## src/rtl/block_transfer_seq_pkg.sv

```systemverilog
// Shared state encoding, defaults and helpers for block_transfer_seq.
// The WB state exists only when BLOCK_TRANSFER_WBACK_EN is defined.
package blk_xfer_pkg;

    localparam int WORD_BYTES_DEF = 4;

    typedef enum logic [1:0] {
        ST_IDLE = 2'd0,
        ST_XFER = 2'd1,
        ST_DONE = 2'd2
`ifdef BLOCK_TRANSFER_WBACK_EN
        ,
        ST_WB   = 2'd3
`endif
    } state_e;

    function automatic logic [4:0] popcount16(input logic [15:0] v);
        logic [4:0] cnt;
        cnt = '0;
        for (int i = 0; i < 16; i++) begin
            cnt = cnt + {4'd0, v[i]};
        end
        return cnt;
    endfunction

endpackage

```

## src/rtl/block_transfer_seq_if.sv

```systemverilog
// Word-memory request and register-file access bundle of the block transfer sequencer.
interface block_transfer_seq_if #(
    parameter int ADDR_W = 32
);
    logic [ADDR_W-1:0] mem_addr;
    logic              mem_we;
    logic [31:0]       mem_wd;
    logic [31:0]       mem_rd;
    logic [3:0]        rf_rA;
    logic [31:0]       rf_rD;
    logic              rf_wEn;
    logic [3:0]        rf_wA;
    logic [31:0]       rf_wD;

    modport master (
        output mem_addr, mem_we, mem_wd, rf_rA, rf_wEn, rf_wA, rf_wD,
        input  mem_rd, rf_rD
    );

    modport slave (
        input  mem_addr, mem_we, mem_wd, rf_rA, rf_wEn, rf_wA, rf_wD,
        output mem_rd, rf_rD
    );
endinterface

```

## src/rtl/block_transfer_seq_prio_enc16.sv

```systemverilog
// Lowest-set-bit priority encoder: returns the index of the lowest 1 in mask and whether any bit is set.
module prio_enc16 (
    input  logic [15:0] mask,
    output logic [3:0]  idx,
    output logic        valid
);

    always_comb begin
        idx   = '0;
        valid = |mask;
        for (int i = 15; i >= 0; i--) begin
            if (mask[i]) begin
                idx = 4'(i);
            end
        end
    end

endmodule

```

## src/rtl/block_transfer_seq.sv

```systemverilog
// LDM/STM-style block transfer sequencer: moves the registers in reglist to/from consecutive words.
// Base writeback (WB state) is built only when BLOCK_TRANSFER_WBACK_EN is defined.
module block_transfer_seq
    import blk_xfer_pkg::*;
#(
    parameter int ADDR_W     = 32,
    parameter int WORD_BYTES = WORD_BYTES_DEF
) (
    input  logic              clk,
    input  logic              reset,
    input  logic              start,
    input  logic              load,
    input  logic [15:0]       reglist,
    input  logic [ADDR_W-1:0] base,
    input  logic              up,
    input  logic              pre,
    input  logic              wback,
    input  logic [3:0]        rn,
    output logic              busy,
    output logic              done,
    block_transfer_seq_if.master bus
);

    localparam logic [ADDR_W-1:0] STEP = ADDR_W'(WORD_BYTES);

    state_e            state_q, state_d;
    logic [15:0]       mask_q, mask_d;
    logic [ADDR_W-1:0] addr_q, addr_d;
    logic              load_q, load_d;
    logic              busy_q, busy_d;
    logic              done_q, done_d;

    logic [4:0]        n_sel;
    logic [ADDR_W-1:0] span;
    logic [3:0]        enc_idx;
    logic              enc_valid;
    logic              in_xfer;
    logic              in_wb;
    logic [3:0]        wb_addr;
    logic [31:0]       wb_data;

`ifdef BLOCK_TRANSFER_WBACK_EN
    logic [3:0]        rn_q, rn_d;
    logic              wb_en_q, wb_en_d;
    logic [ADDR_W-1:0] wb_val_q, wb_val_d;

    assign in_wb   = (state_q == ST_WB);
    assign wb_addr = rn_q;
    assign wb_data = 32'(wb_val_q);
`else
    logic unused_wb_inputs;

    assign unused_wb_inputs = ^{wback, rn};
    assign in_wb   = 1'b0;
    assign wb_addr = '0;
    assign wb_data = '0;
`endif

    prio_enc16 u_enc (
        .mask  (mask_q),
        .idx   (enc_idx),
        .valid (enc_valid)
    );

    always_comb begin
        state_d = state_q;
        mask_d  = mask_q;
        addr_d  = addr_q;
        load_d  = load_q;
`ifdef BLOCK_TRANSFER_WBACK_EN
        rn_d     = rn_q;
        wb_en_d  = wb_en_q;
        wb_val_d = wb_val_q;
`endif
        n_sel = popcount16(reglist);
        span  = STEP * ADDR_W'(n_sel);

        case (state_q)
            ST_IDLE: begin
                if (start) begin
                    load_d = load;
                    mask_d = reglist;
                    case ({up, pre})
                        2'b10:   addr_d = base;
                        2'b11:   addr_d = base + STEP;
                        2'b01:   addr_d = base - span;
                        default: addr_d = base - span + STEP;
                    endcase
`ifdef BLOCK_TRANSFER_WBACK_EN
                    rn_d     = rn;
                    // A load into the base register itself must win over the writeback.
                    wb_en_d  = wback && !(load && reglist[rn]);
                    wb_val_d = up ? (base + span) : (base - span);
`endif
                    state_d = (n_sel == 5'd0) ? ST_DONE : ST_XFER;
                end
            end
            ST_XFER: begin
                mask_d = mask_q & ~(16'd1 << enc_idx);
                addr_d = addr_q + STEP;
                if ((mask_d == 16'd0) || !enc_valid) begin
`ifdef BLOCK_TRANSFER_WBACK_EN
                    state_d = wb_en_q ? ST_WB : ST_DONE;
`else
                    state_d = ST_DONE;
`endif
                end
            end
`ifdef BLOCK_TRANSFER_WBACK_EN
            ST_WB: begin
                state_d = ST_DONE;
            end
`endif
            ST_DONE: begin
                state_d = ST_IDLE;
            end
            default: begin
                state_d = ST_IDLE;
            end
        endcase

        busy_d = (state_d == ST_XFER);
`ifdef BLOCK_TRANSFER_WBACK_EN
        busy_d = busy_d || (state_d == ST_WB);
`endif
        done_d = (state_d == ST_DONE);
    end

    always_ff @(posedge clk) begin
        if (reset) begin
            state_q  <= ST_IDLE;
            mask_q   <= '0;
            addr_q   <= '0;
            load_q   <= 1'b0;
            busy_q   <= 1'b0;
            done_q   <= 1'b0;
`ifdef BLOCK_TRANSFER_WBACK_EN
            rn_q     <= '0;
            wb_en_q  <= 1'b0;
            wb_val_q <= '0;
`endif
        end else begin
            state_q  <= state_d;
            mask_q   <= mask_d;
            addr_q   <= addr_d;
            load_q   <= load_d;
            busy_q   <= busy_d;
            done_q   <= done_d;
`ifdef BLOCK_TRANSFER_WBACK_EN
            rn_q     <= rn_d;
            wb_en_q  <= wb_en_d;
            wb_val_q <= wb_val_d;
`endif
        end
    end

    // Address and register index come only from flops so the external read path stays loop-free.
    assign in_xfer      = (state_q == ST_XFER);
    assign bus.mem_addr = in_xfer ? addr_q : '0;
    assign bus.mem_we   = in_xfer && !load_q;
    assign bus.mem_wd   = (in_xfer && !load_q) ? bus.rf_rD : '0;
    assign bus.rf_rA    = (in_xfer && !load_q) ? enc_idx : '0;
    assign bus.rf_wEn   = (in_xfer && load_q) || in_wb;
    assign bus.rf_wA    = (in_xfer && load_q) ? enc_idx : (in_wb ? wb_addr : '0);
    assign bus.rf_wD    = (in_xfer && load_q) ? bus.mem_rd : (in_wb ? wb_data : '0);

    assign busy = busy_q;
    assign done = done_q;

endmodule

```

## src/flat_wrapper.sv

```systemverilog
// flat-port wrapper written by rule: the top's interface ports become plain ports
module block_transfer_seq_flat import blk_xfer_pkg::*;
#(
    parameter int ADDR_W     = 32,
    parameter int WORD_BYTES = WORD_BYTES_DEF
)
  (clk, reset, start, load, reglist, base, up, pre, wback, rn, busy, done, bus_mem_addr, bus_mem_we, bus_mem_wd, bus_rf_rA, bus_rf_wEn, bus_rf_wA, bus_rf_wD, bus_mem_rd, bus_rf_rD);
  block_transfer_seq_if #(.ADDR_W(ADDR_W)) bus_i ();
  input  logic clk;
  input  logic reset;
  input  logic start;
  input  logic load;
  input  logic [15:0] reglist;
  input  logic [ADDR_W-1:0] base;
  input  logic up;
  input  logic pre;
  input  logic wback;
  input  logic [3:0] rn;
  output logic busy;
  output logic done;
  output wire logic [$bits(bus_i.mem_addr)-1:0] bus_mem_addr;
  output wire logic [$bits(bus_i.mem_we)-1:0] bus_mem_we;
  output wire logic [$bits(bus_i.mem_wd)-1:0] bus_mem_wd;
  output wire logic [$bits(bus_i.rf_rA)-1:0] bus_rf_rA;
  output wire logic [$bits(bus_i.rf_wEn)-1:0] bus_rf_wEn;
  output wire logic [$bits(bus_i.rf_wA)-1:0] bus_rf_wA;
  output wire logic [$bits(bus_i.rf_wD)-1:0] bus_rf_wD;
  input wire logic [$bits(bus_i.mem_rd)-1:0] bus_mem_rd;
  input wire logic [$bits(bus_i.rf_rD)-1:0] bus_rf_rD;
  assign bus_mem_addr = bus_i.mem_addr;
  assign bus_mem_we = bus_i.mem_we;
  assign bus_mem_wd = bus_i.mem_wd;
  assign bus_rf_rA = bus_i.rf_rA;
  assign bus_rf_wEn = bus_i.rf_wEn;
  assign bus_rf_wA = bus_i.rf_wA;
  assign bus_rf_wD = bus_i.rf_wD;
  assign bus_i.mem_rd = bus_mem_rd;
  assign bus_i.rf_rD = bus_rf_rD;
  block_transfer_seq #(.ADDR_W(ADDR_W), .WORD_BYTES(WORD_BYTES)) u_core (.clk(clk), .reset(reset), .start(start), .load(load), .reglist(reglist), .base(base), .up(up), .pre(pre), .wback(wback), .rn(rn), .busy(busy), .done(done), .bus(bus_i));
endmodule
```

## config.mk

```make
export PLATFORM = sky130hd
export DESIGN_NAME = block_transfer_seq_flat
export DESIGN_NICKNAME = d
export VERILOG_FILES = /design/src/rtl/block_transfer_seq_pkg.sv /design/src/rtl/block_transfer_seq_if.sv /design/src/rtl/block_transfer_seq_prio_enc16.sv /design/src/rtl/block_transfer_seq.sv /design/src/flat_wrapper.sv
export SDC_FILE = /design/constraint.sdc
export NUM_CORES = 1
export LEC_CHECK = 0
export CELL_PAD_IN_SITES_DETAIL_PLACEMENT = 0
export CELL_PAD_IN_SITES_GLOBAL_PLACEMENT = 1
export CORE_MARGIN = 2
export CORE_UTILIZATION = 30
export DETAILED_ROUTE_END_ITERATION = 16
export PLACE_DENSITY = 0.89
export SETUP_SLACK_MARGIN = 0.5
export SLEW_MARGIN = 20
export SYNTH_ARGS = -nofsm -noshare
export SYNTH_HDL_FRONTEND = slang
export SYNTH_SLANG_ARGS = --single-unit
```

## constraint.sdc

```tcl
create_clock -name clk -period 7.8 [get_ports clk]
set_input_delay 1.17 -clock clk [delete_from_list [all_inputs] [get_ports clk]]
set_output_delay 1.17 -clock clk [all_outputs]
set_load 0.005 [all_outputs]
```

==> key figures, run 1 <==
Setup path
  – CP Launch Point: reglist[0]
  – WP data required: 7.99 ns
  – Crit path max fanout: 3
  – Worst-path cell chain: buf_6 > ha_4 > inv_2 > fa_1 > inv_1 > fa_1 > fa_1 > inv_1 > fa_1 > fa_2 > fa_2 > ha_4 > nor2b_4 > buf_6 > o22ai_4 > a22oi_2 > or4_4 > a211oi_4 > o2111ai_4 > or4_4 > or4b_4 > a22oi_2 > xor2_1 > o21ai_1
  – Worst R2R Start: u_core.state_q[1]
  – Worst path max stage delay: 0.58 ns
  – Critical path type: input pin to flop
  – CP Launch Type: input pin
  – Most frequent CP cell: fa_1
  – Critical path's slowest cell: or4_4
  – Critical Path AT: 7.65 ns
  – CP Capture Type: flop

Global route
  – Vias in the first global route: 8,698
  – Total GRT Usage: 24.4%
  – First-pass GRT wire length: 49,900 um
  – Largest net degree at the start of global routing: 92
  – Overflow after GRT: 0
  – Initial antenna violation count: 0

Layout
  – Layout area overhead: 56.1%
  – Final Core Density: 47.7%
  – Final #Nets: 1,515
  – N_diodes: 0
  – Fraction of layout cells with a size suffix above 1: 18.0%
  – Commonest non-fill, non-tap cell in the layout: clkdlybuf4s50_1
  – Most frequent cells in the layout: 218 x clkdlybuf4s50_1, 117 x buf_4, 112 x nor2_1
  – Fin cells: 1,688

Routing
  – Via count: 9,344
  – Initial drt markers: 612
  – DRC viols: 0
  – Final wirelength: 32,600 um
  – TritonRoute pass-1 iters: 5
  – Drt wl/cell: 19.3 um
  – Vias/cell: 5.54
  – Post-DRT Antenna Nets: 0

Run status
  – Status: complete, no violations

Yosys
  – Post-Syn Area: 7200 um2
  – Syn nets: 1,234
  – EDFF count, synth: 0
  – Mean area per synthesized cell: 6.62 um2
  – Async set-reset flop share out of synthesis: 0%
  – Post-Syn Instances: 1,087
  – Synth warnings: 0
  – Register area share after synthesis: 14.7%
  – #FFs+latches synth: 53
  – Primary FF master, synth: dfxtp_1
  – Netlist cell types: 82

STA
  – Unrepaired setup endpoints after global routing: true
  – Max frequency: 0.134 GHz
  – Fin crit share: 95.7%
  – Rel. slew slack: 38.3%
  – # setup viols final: 0
  – Min Tclk post-route: 7.46 ns
  – Slew Viols, Final: 0
  – Worst-Margin Slew: 0.923 ns
  – Final Hold Fails: 0
  – Clock Skews: 0.00890 ns

Place
  – Dpl cells: 1,649
  – Final GP Congestion: 0.975
  – Number of I/O port buffers: 225
  – Detailed placement HPWL: 24,800 um

Floorplanning
  – DIE WIDTH: 159 um
  – Core area: 23,500 um2
  – I/O Pins: 231
  – Initial Utilization: 30.6%
  – DIE AREA: 25,200 um2
  – Die Y: 159 um
  – # rows: 56

Power and ir drop
  – Sequential share of power: 15.1%
  – Clock group share of total power: 7.8%
  – Pwr dens: 272 nW/um2
  – Switching Share: 47.5%
  – Int Power: 0.00160 W
  – Maximum VDD drop: 0.000153 V
  – Total power: 0.00306 W
  – Gate power share: 77.1%
  – Lkg Pwr: 4.29 nW
  – Psw: 0.00145 W

CTS
  – CTS tree: yes
  – TritonCTS Buffers: 5
  – Clk buf depth: 2
  – Hold-fix buffers, CTS: 0
  – Clock transition at the registers of the reported paths: 0.07 ns
  – # H-tree levels: 2
  – Clk sinks: 53
  – Worst-Skew Late Latency: 0.30 ns
  – CTS root buf: clkbuf_16

Min path
  – Hold Path Origin: u_core.addr_q[1]
  – Min-Delay Path Class: flop to flop

Flow run
  – Total of max-cap violations: 0
-- what timing repair did --
action | CTS | global route
cloned | 0 | 0
endpoints found under the hold margin | 0 | 0
endpoints found under the setup margin | 21 | 23
pin swaps | 43 | 47
buffers inserted | 15 | 16
gates resized for setup | 74 | 54
-- sequential cells by signal (all words and copies together), names as in the netlist --
signal / flops
u_core.addr_q: 32
u_core.mask_q: 16
u_core.state_q: 2
u_core.busy: 1
u_core.done: 1
u_core.load_q: 1
-- critical path: cells and delay by family --
| family | cells | cell delay, ns |
|---|---|---|
| AOI/OAI and AO/OA | 6 | 0.95 |
| xor gates and xnor gates | 1 | 0.19 |
| adders and majority gates | 8 | 3.31 |
| buffers and inverters | 5 | 0.35 |
| and+or+nand+nor | 4 | 1.70 |
-- cells by family (layout without fill, tap and decap cells) --
family	after synthesis	in the layout	share of synthesized area [%]
DFF	53	53	14.7
and+or+nand+nor	512	512	37.0
buffers and inverters	128	410	7.04
adders and majority gates	26	26	5.60
AOI/OAI and AO/OA	321	321	29.5
xor gates and xnor gates	43	43	5.55
muxes	4	4	0.556
-- routing by layer --
metal	vias to the layer above	GRT usage [%]	share of wire (%)
li1	4487	-	-
met1	4409	31.2	42
met2	400	42.7	48
met3	48	2.66	6.3
met4	0	8.26	3.1
met5	-	0	0
-- power groups by stage --
stage,Clock (W),Combinational (W),Sequential (W)
after global placement,0,0.00200,0.000461
after detailed placement,0,0.00202,0.000463
after floorplan,0,0.00120,0.000420
after CTS,0.000245,0.00219,0.000457
final,0.000240,0.00235,0.000461
after global routing,0.000248,0.00255,0.000475
-- Yosys cell counts, drive strengths merged, types with 18 or more instances --
master / n / area, um2
clkbuf: 67 / 251
and2: 70 / 438
nor2: 121 / 454
nand2: 92 / 345
nor3: 43 / 220
and3: 46 / 288
a21oi: 93 / 465
nand3: 37 / 185
nor4: 18 / 119
dfxtp: 53 / 1060
o21ai: 78 / 394
inv: 48 / 180
xnor2: 26 / 228
-- worst paths after layout --
check / to / slack [ns] / depth (start not counted)
max: u_core.addr_q[28] / 0.34 / 24
min: u_core.addr_q[1] / 0.46 / 2
max reg2reg: u_core.addr_q[23] / 4.23 / 8
min reg2reg: u_core.addr_q[1] / 0.46 / 2
-- final cells by class --
class | count | area [um2]
Multi-Input combinational cell | 906 | 6170
Fill cell | 2350 | 12300
Clock inverter | 1 | 5.00
Tap cell | 319 | 399
Timing Repair Buffer | 353 | 3260
Inverter | 49 | 184
Clock buffer | 7 | 153
Sequential cell | 53 | 1060
-- per-stage QoR --
step | setup TNS, ns | setup slack [ns] | hold WS (ns) | area, um2
2_1_floorplan | 0 | 0.296 | 0.432 | 7240
6_report | 0 | 0.337 | 0.459 | 11200
3_3_place_gp | -2.65 | -0.337 | 0.443 | 10300
5_1_grt | 0 | 0.113 | 0.504 | 11200
4_1_cts | 0 | 0.228 | 0.457 | 10900
3_5_place_dp | -3.64 | -0.432 | 0.447 | 10300
Power figures use the tool's default switching activity.
==> run 2, diff against run 1 <==
Settings changed: CORE_UTILIZATION 30 to 36, PLACE_DENSITY 0.89 to 0.95.
Clock period 7.8 ns to 9.1 ns, I/O delays scaled along.
==> run 2 against run 1 <==
Cell area down 12%. Setup slack gained 0.50 ns. Clock skew down 0.0026 ns. Power is 30% lower. Critical path depth down 1. Register-to-register slack better by 1.0 ns. Flip-flop and latch count unchanged. Combinational power fell by 34%. Clock-buffer cell count unchanged. Largest power group unchanged.
==> key figures, run 2 (same netlist as run 1, synthesis figures left out) <==
Power and ir drop
  – Psw: 0.00107 W (-26%)
  – Sequential share of power: 18.5% (+3.4 points)
  – Int Power: 0.00106 W (-34%)
  – Clock group share of total power: 9.0% (+1.2 points)
  – Switching Share: 50.2% (+2.7 points)
  – Lkg Pwr: 3.64 nW (-15%)
  – Total power: 0.00214 W (-30%)
  – Pwr dens: 217 nW/um2 (-20%)
  – Gate power share: 72.5% (-4.6 points)
  – Maximum VDD drop: 0.000134 V (-12%)

Floorplanning
  – I/O Pins: 231 (unchanged)
  – Initial Utilization: 36.9% (+6.3 points)
  – DIE WIDTH: 145 um (-8.5%)
  – Core area: 19,500 um2 (-17%)
  – DIE AREA: 21,100 um2 (-16%)
  – # rows: 51 (-8.9%)
  – Die Y: 145 um (-8.5%)

STA
  – Clock Skews: 0.00625 ns (-0.00264 ns)
  – Min Tclk post-route: 8.27 ns
  – Final worst slack: 0.832 ns (+0.496 ns)
  – # setup viols final: 0 (unchanged)
  – Rel. slew slack: 26.1% (-12 points)
  – Final Hold Fails: 0 (unchanged)
  – Fin crit share: 90.9%
  – Hold_ws: 0.458 ns (-0.000118 ns)
  – Worst-Margin Slew: 1.11 ns (+0.186 ns)
  – Unrepaired setup endpoints after global routing: false
  – Slew Viols, Final: 0 (unchanged)
  – Post-Route Setup TNS: 0 ns (unchanged)
  – Max frequency: 0.121 GHz

Place
  – Worst slack after detailed placement: 0.432 ns (+0.864 ns)
  – Dpl cells: 1,522 (-7.7%)
  – Detailed placement HPWL: 22,300 um (-10%)
  – Final GP Congestion: 0.966 (-0.97%)
  – Number of I/O port buffers: 225 (unchanged)

CTS
  – # H-tree levels: 2 (unchanged)
  – Postcts setup bufs: 0 (-15)
  – Worst-Skew Late Latency: 0.29 ns (about the same)
  – Clk sinks: 53 (unchanged)
  – CTS tree: yes
  – CTS root buf: clkbuf_16
  – Clock transition at the registers of the reported paths: 0.07 ns (about the same)
  – Clk buf depth: 2 (unchanged)
  – TritonCTS Buffers: 5 (unchanged)

Layout
  – Most frequent cells in the layout: 225 x clkdlybuf4s50_1, 119 x nor2_1, 93 x a21oi_1
  – Biggest regs: u_core.addr_q: 32 flops, u_core.mask_q: 16 flops, u_core.state_q: 2 flops
  – Number of flip-flops in the largest register: 32 (unchanged)
  – Final #Nets: 1,411 (-6.9%)
  – Fraction of layout cells with a size suffix above 1: 5.62% (-12 points)
  – Commonest non-fill, non-tap cell in the layout: clkdlybuf4s50_1
  – Biggest register: u_core.addr_q
  – N_diodes: 0 (unchanged)
  – Fin cells: 1,529 (-9.4%)
  – Layout area overhead: 37.0%

Routing
  – TritonRoute pass-1 iters: 6 (+1)
  – Vias/cell: 5.79 (+4.6%)
  – Via count: 8,850 (-5.3%)
  – Drt wl/cell: 18.6 um (-3.7%)
  – DRC viols: 0 (unchanged)
  – Final wirelength: 28,500 um (-13%)
  – Initial drt markers: 974 (+59%)
  – Post-DRT Antenna Nets: 0 (unchanged)

Setup path
  – Most frequent CP cell: fa_1
  – Critical path's slowest cell: or4_4
  – WP data required: 9.28 ns (+1.29 ns)
  – Critical Path AT: 8.45 ns (+0.80 ns)
  – CP Launch Point: reglist[0]
  – CP Launch Type: input pin
  – Worst R2R Start: u_core.state_q[1]
  – Worst-path cell chain: clkdlybuf4s50_1 > ha_1 > inv_1 > fa_1 > inv_1 > fa_1 > fa_1 > inv_1 > fa_1 > fa_1 > fa_1 > ha_1 > nor2b_2 > o22ai_2 > a22oi_2 > or4_4 > a211oi_4 > o2111ai_2 > or4_4 > or4b_1 > a22oi_1 > xor2_1 > o21ai_1
  – Worst path max stage delay: 0.61 ns (+0.03 ns)
  – CP Capture Type: flop
  – Critical path type: input pin to flop
  – Crit path max fanout: 6 (+3)

Global route
  – Largest net degree at the start of global routing: 91 (-1.1%)
  – Vias in the first global route: 8,002 (-8.0%)
  – Initial antenna violation count: 0 (unchanged)
  – Total GRT Usage: 25.7% (+1.3 points)
  – First-pass GRT wire length: 44,600 um (-11%)
  – Overflow after GRT: 0 (unchanged)

Flow run
  – Total of max-cap violations: 0 (unchanged)

Min path
  – Min-Delay Path Class: flop to flop
  – Hold Path Origin: u_core.addr_q[1]

Run status
  – Status: complete, no violations
==> run 2: layout make-up <==
type | count | area, um2
repair buffers | 249 | 2430
fillers | 1960 | 9670
well taps | 265 | 332
inverters | 49 | 184
multi-input cells | 906 | 5710
flip-flops and latches | 53 | 1060
clock buffers | 7 | 143
==> run 2: path summary, 6_finish.rpt <==
| check | slack, ns | endpoint | depth (start not counted) |
|---|---|---|---|
| setup / recovery | 0.83 | u_core.addr_q[28] | 23 |
| hold / removal | 0.46 | u_core.addr_q[1] | 2 |
| setup reg to reg | 5.24 | u_core.addr_q[23] | 7 |
| hold reg to reg | 0.46 | u_core.addr_q[1] | 2 |
==> run 2: worst max-delay path: cells and delay by family <==
| kind | cells | cell delay [ns] |
|---|---|---|
| AO/OA/AOI/OAI | 6 | 1.11 |
| buffers and inverters | 4 | 0.57 |
| XOR/XNOR | 1 | 0.19 |
| AND/OR/NAND/NOR | 4 | 1.81 |
| adder cells (fa/ha/maj) | 8 | 3.38 |
==> run 2: layer usage <==
| metal | GRT usage, % | vias up | part of all wire, % |
|---|---|---|---|
| met5 | 0 | - | 0 |
| met4 | 5.69 | 0 | 2.2 |
| met3 | 3.20 | 47 | 8.2 |
| met2 | 45.1 | 492 | 48 |
| met1 | 33.8 | 4030 | 42 |
| li1 | - | 4281 | - |
==> run 2: timing repair <==
item,4_1_cts,5_1_grt
gates resized for setup,0,12
endpoints found under the setup margin,0,9
hold buffers,0,0
hold endpoints to repair,0,0
==> run 2: power by group through the flow <==
stage                     Clock (W)  Sequential [W]  Combinational, W
final                      0.000192        0.000395           0.00155
after detailed placement          0        0.000397           0.00151
after global placement            0        0.000394           0.00149
after global routing       0.000202        0.000407           0.00171
after CTS                  0.000195        0.000391           0.00152
after floorplan                   0        0.000360           0.00101
==> run 2: through the flow <==
stage / utilization [%] / instance area (um2)
3_3_place_gp: 49.4 / 9650
2_1_floorplan: - / 7200
4_1_cts: 50.1 / 9790
5_1_grt: 50.5 / 9860
3_5_place_dp: 49.4 / 9650
6_report: 50.5 / 9860
